`config.mk`:
```
export PLATFORM = sky130hd
export DESIGN_NAME = adc_mdio_fetch
export DESIGN_NICKNAME = d
export VERILOG_FILES = /design/src/rtl/adc_fetch_pkg.sv /design/src/rtl/adc_fetch_unpack.sv /design/src/rtl/adc_mdio_fetch.sv
export SDC_FILE = /design/constraint.sdc
export NUM_CORES = 1
export LEC_CHECK = 0
export CAP_MARGIN = 25
export CORE_AREA = 2 2 386 388
export CTS_CLUSTER_SIZE = 25
export DETAILED_ROUTE_END_ITERATION = 7
export DIE_AREA = 0 0 388 390
export MAX_ROUTING_LAYER = met4
export PLACE_DENSITY_LB_ADDON = 0.1
export REMOVE_ABC_BUFFERS = 1
export SETUP_SLACK_MARGIN = 0.02
export SYNTH_ARGS = -nofsm -noshare
export SYNTH_HDL_FRONTEND = slang
export SYNTH_SLANG_ARGS = --single-unit
```
`constraint.sdc`:
```
create_clock -name clk -period 2.2 [get_ports clk]
set_input_delay 0.66 -clock clk [delete_from_list [all_inputs] [get_ports clk]]
set_output_delay 0.66 -clock clk [all_outputs]
set_load 0.005 [all_outputs]
```
`src/rtl/adc_fetch_pkg.sv`:
```
`default_nettype none
// ============================================================================
//  Module      : adc_fetch_pkg
//  Description : Shared constants and FSM state type for the ADC block fetch
//                path (capture SRAM -> MDIO register file sample buffer).
//  Revision    : 1.0  initial release
// ============================================================================
package adc_fetch_pkg;

    localparam int SMP_W        = 9;
    localparam int SMP_PER_WORD = 8;
    localparam int NUM_SMP      = 96;
    localparam int BEATS        = NUM_SMP / SMP_PER_WORD;
    localparam int MEM_DW       = SMP_W * SMP_PER_WORD;
    localparam int AW           = 19;

    // Block index whose commit marks the end of the whole readout
    localparam logic [14:0] LAST_BLK = 15'h7fff;

    typedef enum logic [1:0] {
        IDLE   = 2'd0,
        REQ    = 2'd1,
        WAIT   = 2'd2,
        COMMIT = 2'd3
    } fetch_state_e;

endpackage : adc_fetch_pkg
`default_nettype wire

```
`src/rtl/adc_fetch_unpack.sv`:
```
`default_nettype none
// ============================================================================
//  Module      : adc_fetch_unpack
//  Description : Splits one SRAM word into its samples (sample k occupies
//                bits [SMP_W*k +: SMP_W]) and decodes the current beat into a
//                one-hot write enable for the sample buffer.
//  Revision    : 1.0  initial release
// ============================================================================
module adc_fetch_unpack #(
    parameter int SMP_W        = adc_fetch_pkg::SMP_W,
    parameter int SMP_PER_WORD = adc_fetch_pkg::SMP_PER_WORD,
    parameter int BEATS        = adc_fetch_pkg::BEATS,
    parameter int BEAT_W       = 4
) (
    input  logic [SMP_W*SMP_PER_WORD-1:0] rdata,
    input  logic [BEAT_W-1:0]             beat,
    input  logic                          wr,
    output logic [SMP_W-1:0]              smp [0:SMP_PER_WORD-1],
    output logic [BEATS-1:0]              beat_we
);

    import adc_fetch_pkg::*;

    // Fixed bit-slice per sample lane
    generate
        for (genvar k = 0; k < SMP_PER_WORD; k++) begin : g_split
            assign smp[k] = rdata[k*SMP_W +: SMP_W];
        end
    endgenerate

    // One-hot beat decode, qualified by the capture strobe
    always_comb begin
        beat_we = '0;
        for (int b = 0; b < BEATS; b++) begin
            if (wr && (beat == BEAT_W'(b))) begin
                beat_we[b] = 1'b1;
            end
        end
    end

endmodule : adc_fetch_unpack
`default_nettype wire

```
`src/rtl/adc_mdio_fetch.sv`:
```
`default_nettype none
// ============================================================================
//  Module      : adc_mdio_fetch
//  Description : Fetches one block of samples (BEATS SRAM words) from the
//                capture SRAM and presents it to the MDIO register file.
//                Triggered by read_pls (block 0) or mdio_read (mdio_raddr).
//                Optional macro ADC_FETCH_DBUF_EN: captured beats go to a
//                shadow buffer and mdio_dout is loaded all at once when the
//                final beat lands, so a partially fetched block is never
//                visible. Without it each beat writes mdio_dout directly.
//  Revision    : 1.0  initial release
// ============================================================================
module adc_mdio_fetch #(
    parameter int SMP_W        = adc_fetch_pkg::SMP_W,
    parameter int SMP_PER_WORD = adc_fetch_pkg::SMP_PER_WORD,
    parameter int NUM_SMP      = adc_fetch_pkg::NUM_SMP,
    parameter int AW           = adc_fetch_pkg::AW
) (
    input  logic                          clk,
    input  logic                          rstn,
    input  logic                          read_pls,
    input  logic                          mdio_read,
    input  logic [14:0]                   mdio_raddr,
    input  logic [3:0]                    cfg_mdio_rd_cnt,
    output logic                          mem_ce,
    output logic [AW-1:0]                 mem_addr,
    input  logic [SMP_W*SMP_PER_WORD-1:0] mem_rdata,
    output logic [SMP_W-1:0]              mdio_dout [0:NUM_SMP-1],
    output logic                          mdio_data_vld,
    output logic                          mdio_read_done,
    output logic                          fetch_busy,
    output logic                          fetch_ovf
);

    import adc_fetch_pkg::*;

    localparam int              BEATS     = NUM_SMP / SMP_PER_WORD;
    localparam int              BEAT_W    = (BEATS > 1) ? $clog2(BEATS) : 1;
    localparam logic [BEAT_W-1:0] LAST_BEAT = BEAT_W'(BEATS - 1);

    fetch_state_e        state;
    fetch_state_e        state_nxt;
    logic                trig;
    logic [14:0]         trig_blk;
    logic                accept;
    logic                capture;
    logic [14:0]         blk;
    logic [AW-1:0]       base;
    logic [BEAT_W-1:0]   beat;
    logic [3:0]          lat;
    logic [3:0]          lat_cnt;
    logic [SMP_W-1:0]    smp [0:SMP_PER_WORD-1];
    logic [BEATS-1:0]    beat_we;

    // read_pls has priority and always targets block 0
    assign trig     = read_pls | mdio_read;
    assign trig_blk = read_pls ? 15'd0 : mdio_raddr;

    // FSM state register
    always_ff @(posedge clk or negedge rstn) begin
        if (!rstn) begin
            state <= IDLE;
        end else begin
            state <= state_nxt;
        end
    end

    // Next-state decode and SRAM / status outputs
    always_comb begin
        state_nxt     = state;
        accept        = 1'b0;
        capture       = 1'b0;
        mem_ce        = 1'b0;
        mem_addr      = '0;
        mdio_data_vld = 1'b0;
        fetch_busy    = 1'b1;
        case (state)
            IDLE: begin
                fetch_busy = 1'b0;
                if (trig) begin
                    accept    = 1'b1;
                    state_nxt = REQ;
                end
            end
            REQ: begin
                mem_ce    = 1'b1;
                mem_addr  = base + AW'(beat);
                state_nxt = WAIT;
            end
            WAIT: begin
                if (lat_cnt == lat) begin
                    capture   = 1'b1;
                    state_nxt = (beat == LAST_BEAT) ? COMMIT : REQ;
                end
            end
            COMMIT: begin
                mdio_data_vld = 1'b1;
                state_nxt     = IDLE;
            end
            default: begin
                state_nxt = IDLE;
            end
        endcase
    end

    // Fetch context: block, base address, beat index and latency counter.
    // Latency is frozen at trigger time so cfg changes only affect later fetches.
    always_ff @(posedge clk or negedge rstn) begin
        if (!rstn) begin
            blk     <= '0;
            base    <= '0;
            beat    <= '0;
            lat     <= 4'd1;
            lat_cnt <= '0;
        end else begin
            if (accept) begin
                blk  <= trig_blk;
                base <= AW'(trig_blk) * AW'(BEATS);
                beat <= '0;
                lat  <= (cfg_mdio_rd_cnt == 4'd0) ? 4'd1 : cfg_mdio_rd_cnt;
            end
            if (state == REQ) begin
                lat_cnt <= 4'd1;
            end else if ((state == WAIT) && !capture) begin
                lat_cnt <= lat_cnt + 4'd1;
            end
            if (capture && (beat != LAST_BEAT)) begin
                beat <= beat + BEAT_W'(1);
            end
        end
    end

    // Sticky flags: overflow on any trigger while busy; an accepted read_pls
    // starts a fresh readout and clears both flags
    always_ff @(posedge clk or negedge rstn) begin
        if (!rstn) begin
            fetch_ovf      <= 1'b0;
            mdio_read_done <= 1'b0;
        end else begin
            if (fetch_busy && trig) begin
                fetch_ovf <= 1'b1;
            end else if (accept && read_pls) begin
                fetch_ovf <= 1'b0;
            end
            if (accept && read_pls) begin
                mdio_read_done <= 1'b0;
            end else if ((state == COMMIT) && (blk == LAST_BLK)) begin
                mdio_read_done <= 1'b1;
            end
        end
    end

    adc_fetch_unpack #(
        .SMP_W        (SMP_W),
        .SMP_PER_WORD (SMP_PER_WORD),
        .BEATS        (BEATS),
        .BEAT_W       (BEAT_W)
    ) u_unpack (
        .rdata   (mem_rdata),
        .beat    (beat),
        .wr      (capture),
        .smp     (smp),
        .beat_we (beat_we)
    );

`ifdef ADC_FETCH_DBUF_EN
    logic [SMP_W-1:0] shadow [0:NUM_SMP-1];

    // Shadow capture of all but the final beat
    always_ff @(posedge clk or negedge rstn) begin
        if (!rstn) begin
            for (int i = 0; i < NUM_SMP; i++) begin
                shadow[i] <= '0;
            end
        end else begin
            for (int b = 0; b < BEATS - 1; b++) begin
                if (beat_we[b]) begin
                    for (int k = 0; k < SMP_PER_WORD; k++) begin
                        shadow[b*SMP_PER_WORD + k] <= smp[k];
                    end
                end
            end
        end
    end

    // Whole-block load of the output buffer as the final beat arrives
    always_ff @(posedge clk or negedge rstn) begin
        if (!rstn) begin
            for (int i = 0; i < NUM_SMP; i++) begin
                mdio_dout[i] <= '0;
            end
        end else if (beat_we[BEATS-1]) begin
            for (int b = 0; b < BEATS; b++) begin
                for (int k = 0; k < SMP_PER_WORD; k++) begin
                    if (b == BEATS - 1) begin
                        mdio_dout[b*SMP_PER_WORD + k] <= smp[k];
                    end else begin
                        mdio_dout[b*SMP_PER_WORD + k] <= shadow[b*SMP_PER_WORD + k];
                    end
                end
            end
        end
    end
`else
    // Each captured beat lands straight in the output buffer
    always_ff @(posedge clk or negedge rstn) begin
        if (!rstn) begin
            for (int i = 0; i < NUM_SMP; i++) begin
                mdio_dout[i] <= '0;
            end
        end else begin
            for (int b = 0; b < BEATS; b++) begin
                if (beat_we[b]) begin
                    for (int k = 0; k < SMP_PER_WORD; k++) begin
                        mdio_dout[b*SMP_PER_WORD + k] <= smp[k];
                    end
                end
            end
        end
    end
`endif

endmodule : adc_mdio_fetch
`default_nettype wire

```
==> out/metrics.cfg, run 1 <==
[min_path]
min_path_type = in -> async

[cts]
clockRootBuffer = clkbuf_16
cts_buffers = 107
h-tree-depth = 3
cts_tree = yes
clk_pin_slew_worst_paths_ns = 0.06
clockBufferDepth = 3
clk_latency_ns = 0.74
clock_sinks = 911

[setup_path]
timing.rr.start = lat[1]$_DFFE_PN0P_
max_stage_delay_ns = 0.42
cp_top_family = simple AND/OR/NAND/NOR gates
critical_path_required_ns = 1.54
crit_buf_inv = 2
reg2reg_to = mdio_dout[488]$_DFFE_PN0P_
path_cells = ha_4 > a21oi_4 > nor4_2 > buf_4 > and2_4 > nand4_1 > xor2_1 > nor2_1 > buf_2
critPathSlowestCell = dfrtp_1
end_kind = output port
ff2ff_path_depth = 10
worst-r2r-setup-slack_ns = -0.32
worstPathMaxFanout = 3
worstSetupPathType = reg -> out
arrival_ns = 2.42
start_kind = flop

[drt]
vias = 24790
first_iter_violations = 1035
first_pass_iters = 5
avgViaCountPerCell = 4.425
ant_nets = 0
wl_per_cell_um = 28.28
drt-total-wl_mm = 158.4
drc = 0

[floorplanning]
initial_core_util = 0.2425
placeableCoreArea_um2 = 147100
die_x_um = 388
die_y_um = 390
dieArea_um2 = 151300
row_count = 141
ioPinCount = 983

[synthesis]
yosysSeqAreaShare = 0.6389
ys_warn_count = 0
post_synth_num_cell_types = 63
syn-cell-area_um2 = 35690
synth_top_flop_cell = dfrtp_1
synthCells = 2317
synth_seq_cells = 911
synth_edf_count = 0
async_flop_share = 1.000
syn_area_per_cell_um2 = 15.40

[place]
gp_congestion = 0.8337
post-dp-hpwl_mm = 106.0
io_buffers = 982
place_ws_ns = -0.9383

[status]
status = finished with violations
violations = negative setup slack

[timing]
max_freq_mhz = 324.4
post-route-min-period_ns = 3.083
rsz0062_at_grt = true
worst_slack_ns = -0.8825
fin_crit_sh = 1.401
finalHoldViolations = 0
worst_pin_slew_ns = 0.7831
setup_viol = 1436
slew_headroom = 0.4779
drv_slew = 0
fin_tns_setup_ns = -187.64
clock-skew-final_ns = 0.06819

[global_routing]
grt_max_degree = 81
grt-ovfl-total = 0
antenna_found_initial = 5
grt_usage = 0.2025
grt_pass1_wl_mm = 213.3
grt_pass1_vias = 26280

[cells_and_area]
drive_gt1_frac = 0.4057
syn_to_final_growth_pct = 57.01
fin_nets = 3692

[flow_run]
maxCapViolations = 0

[pwr]
powerDensity_nw_per_um2 = 968.5
p_leak_uw = 0.02452
ir_drop_uv = 640.7

synth_stat cells (2+ instances only):
library cell  instances  area share
a21o_1                3     0.00063
a21oi_1              20      0.0028
a22o_1                6      0.0015
a31o_2                2     0.00049
and2_1                4     0.00070
and3_1                4     0.00070
and3b_2               2     0.00056
buf_1                 2     0.00021
buf_2                58      0.0081
buf_6                29      0.0092
clkbuf_1             96       0.010
dfrtp_1             910        0.64
ha_1                 13      0.0046
inv_1                16      0.0017
mux2_2              867        0.27
mux2i_1               3     0.00084
nand2_1              73      0.0077
nand2_2              10      0.0018
nand2b_1              3     0.00053
nand3_1              15      0.0021
nand3b_1              8      0.0017
nand4_1               7      0.0012
nand4b_1              2     0.00049
nor2_1               37      0.0039
nor2b_1               4     0.00070
nor3_1                9      0.0013
nor4_1                3     0.00053
o21a_1                2     0.00042
o21ai_0              27      0.0038
o22ai_1               4     0.00070
o31ai_1               8      0.0017
o41ai_1               2     0.00049
or3_1                 4     0.00070
or4_1                 2     0.00042
xnor2_1              16      0.0039
xor2_1               19      0.0047
power breakdown:
| group | switching, uW | total, uW | internal [uW] |
|---|---|---|---|
| registers | 1810 | 21800 | 20000 |
| clock network | 7500 | 17900 | 10400 |
| logic | 6130 | 14500 | 8400 |
cells in the final DEF, fill, tap and decap left out, drive strengths merged, types with 5 or more instances in the layout:
cell,n
mux2,867
clkdlybuf4s50,716
clkbuf,187
xnor2,16
dlygate4sd2,210
a21oi,20
nor3,9
o31ai,8
inv,19
dlymetal6s2s,5
ha,13
nand3b,8
clkdlybuf4s15,28
nand3,15
nor2,38
dfrtp,910
nand4,7
a22o,6
buf,355
o21ai,28
nand2,85
bufinv,5
xor2,19
clkinv,25
cell type report:
class,count,area [um^2]
fillers,14100,91100
flip-flops and latches,911,22800
repair buffers,1342,14760
multi-input cells,1205,12430
clock buffers,160,3107
well taps,1930,2415
clock inverters,34,439.2
inverters,16,70.07
diodes,4,10.01
routing by layer:
metal,track usage,part of all wire,up-vias
li1,-,-,10720
met1,0.2426,0.43,13150
met2,0.3398,0.49,759
met3,0.05224,0.060,155
met4,0.04959,0.021,0
met5,-,0,-
worst max-delay path by stage:
stage	from	endpoint	slack [ns]	depth (start not counted)
floorplan	lat[0]$_DFFE_PN1P_	mdio_dout[288]$_DFFE_PN0P_	-2.03	5
global placement	mdio_raddr[1]	base[17]$_DFFE_PN0P_	-1.00	10
detailed placement	mdio_raddr[1]	base[17]$_DFFE_PN0P_	-0.94	10
CTS	beat[2]$_DFFE_PN0P_	mem_addr[14]	-1.02	8
global route	base[3]$_DFFE_PN0P_	mem_addr[17]	-1.05	9
finish	beat[3]$_DFFE_PN0P_	mem_addr[17]	-0.88	9
registers in the layout, summed over array words and instances (netlist names):
register,flops
state,2
blk,15
lat,4
fetch_ovf,1
base,16
mdio_dout,864
lat_cnt,4
beat,4
mdio_read_done,1
worst reg2reg max path, cell delays in order (launching register included):
cell and delay, ns:
dfrtp_1 0.38, xor2_1 0.17, nor4_2 0.31, and2b_2 0.24, buf_6 0.10, and3b_2 0.27
buf_12 0.15, nand2_8 0.08, buf_16 0.23, clkbuf_16 0.23, mux2_2 0.29
kinds of logic (layout without fill, tap and decap cells):
family | count (synthesis) | in the layout | share of synthesized area
other cells | 0 | 4 | 0
xor+xnor | 35 | 35 | 0.008590
compound gates | 90 | 90 | 0.01644
buf+inv | 203 | 1552 | 0.02963
simple gates | 194 | 196 | 0.02693
fa+ha+maj | 14 | 14 | 0.005119
flops | 911 | 911 | 0.6389
mux | 870 | 870 | 0.2744
through the flow:
stage | hold WS (ns) | instance area, um^2 | total power (uW) | instances | util
2_1_floorplan | 0.3644 | 34690 | 25920 | 2130 | -
3_3_place_gp | 0.4642 | 49710 | 36320 | 5289 | 0.3379
3_5_place_dp | 0.4568 | 49710 | 36540 | 5289 | 0.3379
4_1_cts | 0.3046 | 54620 | 54650 | 5547 | 0.3712
5_1_grt | 0.3192 | 56030 | 56860 | 5601 | 0.3808
6_report | 0.3637 | 56030 | 54260 | 5602 | 0.3808
timing repair:
| action | 4_1_cts | 5_1_grt |
|---|---|---|
| cloned | 26 | 30 |
| gates resized for setup | 521 | 123 |
| endpoints found under the setup margin | 1750 | 1519 |
| hold buffers | 1 | 0 |
| hold endpoints to repair | 13 | 0 |
| setup buffers | 39 | 33 |
| pin swaps | 28 | 19 |
No activity file was read; power rests on OpenSTA's default activity.
==> run 2, diff against run 1 <==
--- a/config.mk
+++ b/config.mk
@@ -11,7 +11,6 @@
 export DETAILED_ROUTE_END_ITERATION = 7
 export DIE_AREA = 0 0 388 390
 export MAX_ROUTING_LAYER = met4
-export PLACE_DENSITY_LB_ADDON = 0.1
 export REMOVE_ABC_BUFFERS = 1
 export SETUP_SLACK_MARGIN = 0.02
 export SYNTH_ARGS = -nofsm -noshare
==> run 2 against run 1 <==
  * The flow finishes with violations (design-rule violations, negative setup slack)
  * Combinational power decreased by 6%
  * First-iteration DRC count increased by 18%
  * Largest cell class unchanged
  * Wire length decreased by 4.3%
  * Critical endpoint is now mem_addr[14]
  * Final cell count increased by 1.2%
  * Non-clock buffer count increased by 83
  * Sequential share of layout area decreased by 0.47 points
  * Highest routed layer unchanged
==> out/metrics.cfg, run 2 (synthesis gave the netlist of run 1 again) <==
[status]
status = finished with violations  ; unchanged
violations = design-rule violations, negative setup slack  ; was negative setup slack

[cts]
clk_pin_slew_worst_paths_ns = 0.06  ; about the same
cts_tree = yes  ; unchanged
clk_latency_ns = 0.73  ; was 0.74 ns
clock_sinks = 911  ; unchanged
h-tree-depth = 3  ; unchanged
clockRootBuffer = clkbuf_16  ; unchanged
cts_buffers = 99  ; was 107
clockBufferDepth = 3  ; unchanged

[place]
gp_congestion = 0.8260  ; was 0.8337
post-dp-hpwl_mm = 86.99  ; was 106.0 mm
dpl_cell_area_um2 = 49320  ; was 49710 um^2
place_ws_ns = -0.9294  ; was -0.9383 ns
dp.cells = 5282  ; was 5289
io_buffers = 982  ; unchanged

[setup_path]
path_cells = ha_4 > fa_2 > nand2_2 > nor2_4 > nand3_4 > buf_6 > or3_1 > a21oi_1 > buf_2  ; was ha_4 > a21oi_4 > nor4_2 > buf_4 > and2_4 > nand4_1 > xor2_1 > nor2_1 > buf_2
arrival_ns = 2.49  ; was 2.42 ns
startpoint = blk[0]$_DFFE_PN0P_  ; was beat[3]$_DFFE_PN0P_
worstPathMaxFanout = 3  ; unchanged
crit_buf_inv = 2  ; unchanged
end_kind = output port  ; unchanged
critPathSlowestCell = dfrtp_1  ; unchanged
worstSetupPathType = reg -> out  ; unchanged
cp_top_family = simple AND/OR/NAND/NOR gates  ; unchanged
critical_path_required_ns = 1.54  ; about the same
start_kind = flop  ; unchanged
timing.rr.start = lat[1]$_DFFE_PN0P_  ; unchanged
max_stage_delay_ns = 0.39  ; was 0.42 ns

[cells_and_area]
syn_to_final_growth_pct = 58.83  ; was 57.01%
fin_util = 0.3852  ; was 0.3808
fin_area_um2 = 56680  ; was 56030 um^2
nFillCells = 14050  ; was 14100
final_cell_mix = dfrtp_1, mux2_2, clkdlybuf4s50_1, dlygate4sd2_1, buf_4  ; unchanged
largest_reg_flops = 864  ; unchanged
regMostFlops = mdio_dout  ; unchanged
reg.largest.list = mdio_dout: 864 flops, base: 16 flops, blk: 15 flops  ; unchanged
drive_gt1_frac = 0.4118  ; was 0.4057
fin_nets = 3769  ; was 3692
final_cells = 5667  ; was 5602
mostFrequentLayoutCell = dfrtp_1  ; unchanged

[pwr]
powerDensity_nw_per_um2 = 918.9  ; was 968.5 nW/um^2
ir_drop_uv = 663.8  ; was 640.7 uV
p_leak_uw = 0.02527  ; was 0.02452 uW

[global_routing]
grt_max_degree = 62  ; was 81
grt_usage = 0.1841  ; was 0.2025
grt_pass1_wl_mm = 193.5  ; was 213.3 mm
grt-ovfl-total = 0  ; unchanged
antenna_found_initial = 11  ; was 5
grt_pass1_vias = 25570  ; was 26280

[floorplanning]
die_y_um = 390  ; unchanged
dieArea_um2 = 151300  ; unchanged
placeableCoreArea_um2 = 147100  ; unchanged
ioPinCount = 983  ; unchanged
initial_core_util = 0.2425  ; unchanged
row_count = 141  ; unchanged
die_x_um = 388  ; unchanged

[min_path]
min_path_type = reg -> reg  ; was in -> async
min-delay-start = blk[8]$_DFFE_PN0P_

[drt]
first_pass_iters = 7  ; was 5
avgViaCountPerCell = 4.451  ; was 4.425
vias = 25230  ; was 24790
first_iter_violations = 1225  ; was 1035
drc = 16  ; was 0
wl_per_cell_um = 26.75  ; was 28.28 um
drt-total-wl_mm = 151.6  ; was 158.4 mm
ant_nets = 0  ; unchanged

[timing]
fin_tns_setup_ns = -264.36  ; was -187.64 ns
fin_crit_sh = 1.430  ; was 1.401
post-route-min-period_ns = 3.146  ; was 3.083 ns
worst_pin_slew_ns = 0.7147  ; was 0.7831 ns
rsz0062_at_grt = true  ; unchanged
setup_viol = 1257  ; was 1436
slew_headroom = 0.5235  ; was 0.4779
finalHoldViolations = 0  ; unchanged
max_freq_mhz = 317.9  ; was 324.4 MHz
worst_slack_ns = -0.9455  ; was -0.8825 ns
clock-skew-final_ns = 0.04878  ; was 0.06819 ns
drv_slew = 0  ; unchanged

[flow_run]
maxCapViolations = 0  ; unchanged

run 2: changes by cell type in the layout (fill, tap and decap cells not counted), sizes merged, moves of 2 or more:
cell	previous run	this run
clkdlybuf4s15	28	1
clkinvlp	1	4
nand2	85	87
clkdlybuf4s50	716	528
clkinv	25	14
dlymetal6s2s	5	0
buf	355	434
diode	4	12
clkbuf	187	172
dlygate4sd2	210	429
run 2: area by class of cell:
| cell class | count | area, um^2 | share of cell area |
|---|---|---|---|
| clock buffers | 140 | 2813 | 0.04962 |
| flip-flops and latches | 911 | 22800 | 0.4022 |
| inverters | 16 | 65.06 | 0.001148 |
| multi-input cells | 1207 | 12410 | 0.2189 |
| well taps | 1930 | 2415 | 0.04260 |
| clock inverters | 26 | 399.1 | 0.007042 |
| diodes | 12 | 30.03 | 0.0005298 |
| repair buffers | 1425 | 15750 | 0.2779 |
run 2: worst register-to-register path, stage by stage (launching register included):
cell     delay, ns
dfrtp_1       0.39
xor2_1        0.17
nor4_2        0.33
and2b_2       0.22
buf_6         0.10
buf_6         0.08
and3b_2       0.27
buf_12        0.13
nand2_8       0.12
buf_12        0.21
buf_12        0.16
buf_16        0.14
mux2_2        0.27
run 2: where the power goes:
group	internal (uW)	total, uW	switching (uW)	leakage, uW
Clock	9600	16700	7070	0.00156
Sequential	20000	21700	1670	0.0108
Combinational	7970	13700	5740	0.0129
Total	37600	52100	14500	0.0253
run 2: worst paths after layout:
check	slack, ns	cells past startpoint	end
worst max-delay path	-0.95	9	mem_addr[14]
worst max register to register	-0.49	12	mdio_dout[549]$_DFFE_PN0P_
max in group asynchronous	0.75	3	base[17]$_DFFE_PN0P_
worst min register to register	0.48	2	blk[8]$_DFFE_PN0P_
worst min-delay path	0.48	2	blk[8]$_DFFE_PN0P_
min in group asynchronous	0.57	2	mdio_dout[537]$_DFFE_PN0P_
run 2: stage by stage:
stage                     hold slack [ns]  power, uW
final                              0.4786      52080
after global routing               0.4936      54360
after CTS                          0.4576      52410
after detailed placement           0.4630      35800
after global placement             0.4519      35570
after floorplan                    0.3644      25920
run 2: per-layer routing:
layer / track usage / wire, um / vias up
met5: - / 0 / -
met4: 0.07004 / 4669 / 0
met3: 0.04507 / 9784 / 214
met2: 0.2938 / 71820 / 910
met1: 0.2251 / 65320 / 13230
li1: - / - / 10870
run 2: what timing repair did:
action / in CTS / in global routing
setup endpoints to repair: 1739 / 1331
pin swaps: 27 / 11
gates cloned: 55 / 47
gates resized for setup: 718 / 158
hold buffers: 1 / 0
setup buffers: 70 / 59
endpoints found under the hold margin: 13 / 0
==> RTL change, RTL diff (settings of run 2) <==
Re-encode `fetch_state_e` (4 states) as Gray code, 2 bits wide.
--- a/src/rtl/adc_fetch_pkg.sv
+++ b/src/rtl/adc_fetch_pkg.sv
@@ -19,8 +19,8 @@
 
     typedef enum logic [1:0] {
-        IDLE   = 2'd0,
-        REQ    = 2'd1,
-        WAIT   = 2'd2,
-        COMMIT = 2'd3
+        IDLE   = 2'b00,
+        REQ    = 2'b01,
+        WAIT   = 2'b11,
+        COMMIT = 2'b10
     } fetch_state_e;
 
Function: no difference found for any inputs over 4 cycles, from zero or initial values and one cycle with rstn low; so few cycles prove little.
==> RTL change against run 2 <==
- the run ends with setup timing left
- sequential share of layout area fell by 0.60 points
- first-iteration DRC count fell by 14%
- sequential cell count unchanged
- area after synthesis about the same
- final area increased by 1.5%
- setup slack better by 92 ps
- routed wire length grew 4.2%
- largest cell class unchanged
Power is not compared: it rests on default switching activity, and its combinational part moved more than twofold at a synthesized area within 25%.
==> RTL change: results (changes against run 2) <==
* Place WS at -1040 ps (-106 ps)
* Failing checks: setup timing
* Pin count of the biggest net entering global routing at 84 (+35%)
* Setup WS post-layout at -854 ps (+92.0 ps)
* Synth top cells by count: dfrtp_1, mux2_2, clkbuf_1, nand2_1, buf_2
* Via count of the first global-routing pass at 25,723 (+0.61%)
* Initial antenna violation count at 14 (+3)
* All-Layer GR Usage at 19.9% (+1.5 points)
* Register area share after synthesis at 63.9% (about the same)
* HPWL after DPL at 87,100 µm (+0.12%)
* Yosys cell types at 65 (+3.2%)
* Rel. slew slack at 50.0% (-2.4 points)
* Final Net Count at 3,742 (-0.72%)
* Ys Warns at 0 (unchanged)
* First-pass GRT wire length at 206,000 µm (+6.4%)
* Vias at 25,161 (-0.26%)
* Final setup vio count at 1,504 (+20%)
* Placed Area at 49,300 µm² (about the same)
* Share of layout cells above drive strength 1 at 41.1% (-0.098 points)
* TritonCTS buffer count at 102 (+3.0%)
* DRT Pass-1 Iters at 5 (-2)
* Worst Skew at 31.0 ps (-17.8 ps)
* Status: complete, but fails checks
* Async set or reset register ratio after synthesis at 100% (unchanged)
* GP Congestion at 0.846 (+2.4%)
* Clock transition at path regs at 60 ps (about the same)
* Synth area leaders: dfrtp_1, mux2_2, clkbuf_1, buf_6, buf_2
* Initial DRC count at 1,059 (-14%)
* Drt wl/cell at 27.9 µm (+4.4%)
* CP arrival at 2390 ps (-100 ps)
* Clock buffer depth at 3 (unchanged)
==> RTL change: final cells by class <==
type / instances / area (µm²)
multi-input cells: 1205 / 12800
fillers: 13830 / 89600
clock inverters: 31 / 457
inverters: 19 / 76.3
flip-flops and latches: 911 / 22800
diodes: 16 / 40.0
repair buffers: 1394 / 15900
well taps: 1930 / 2410
clock buffers: 152 / 3020
==> RTL change: what timing repair did <==
| action | in CTS | in global routing |
|---|---|---|
| hold buffers | 1 | 0 |
| setup endpoints to repair | 1754 | 1520 |
| setup buffers | 93 | 48 |
| hold endpoints to repair | 11 | 0 |
| pin swaps | 34 | 23 |
| gates cloned | 90 | 28 |
| gates resized for setup | 614 | 171 |
==> RTL change: kinds of logic after synthesis <==
logic type,count (synthesis),share of synthesized area (%)
and+or+nand+nor,170,2.36
buffers and inverters,200,2.90
xor gates and xnor gates,39,0.958
AOI/OAI and AO/OA,99,1.84
adders and majority gates,14,0.512
DFF,911,63.9
muxes,872,27.5
==> RTL change: metrics by stage <==
| step | instances | setup TNS [ps] |
|---|---|---|
| detailed placement | 5256 | -137230 |
| CTS | 5619 | -457120 |
| floorplan | 2124 | -881280 |
| finish | 5658 | -417420 |
| global route | 5653 | -558720 |
| global placement | 5256 | -116630 |
==> RTL change: final timing paths <==
| check | start | end | slack (ps) | depth (start not counted) |
|---|---|---|---|---|
| worst min-delay path | blk[1]$_DFFE_PN0P_ | blk[1]$_DFFE_PN0P_ | 460 | 2 |
| max in group asynchronous | rstn | mdio_dout[836]$_DFFE_PN0P_ | 780 | 4 |
| worst max-delay path | blk[0]$_DFFE_PN0P_ | mem_addr[8] | -850 | 8 |
| worst max register to register | lat[0]$_DFFE_PN1P_ | mdio_dout[676]$_DFFE_PN0P_ | -600 | 12 |
| worst min register to register | blk[1]$_DFFE_PN0P_ | blk[1]$_DFFE_PN0P_ | 460 | 2 |
| min in group asynchronous | rstn | mdio_dout[41]$_DFFE_PN0P_ | 470 | 2 |
==> RTL change: power breakdown <==
part	total [mW]	internal, mW	switching, mW
clock	17.7	10.4	7.35
sequential	17.9	17.5	0.375
combinational	3.70	2.05	1.65
total	39.3	29.9	9.38
==> RTL change: worst max-delay path: cells and delay by family (launching register included) <==
family	cells	cell delay, ps
flops	1	400
fa+ha+maj	2	380
simple gates	2	380
buf+inv	3	370
compound gates	1	140
==> RTL change: routing by layer <==
metal / vias up / share of wire (%) / wire (µm) / global-route usage (%)
met1: 13216 / 42 / 66600 / 24.1
met3: 210 / 6.8 / 10700 / 5.30
met5: - / 0 / 0 / -
met4: 0 / 2.7 / 4250 / 6.08
met2: 885 / 48 / 76500 / 32.5
li1: 10850 / - / - / -
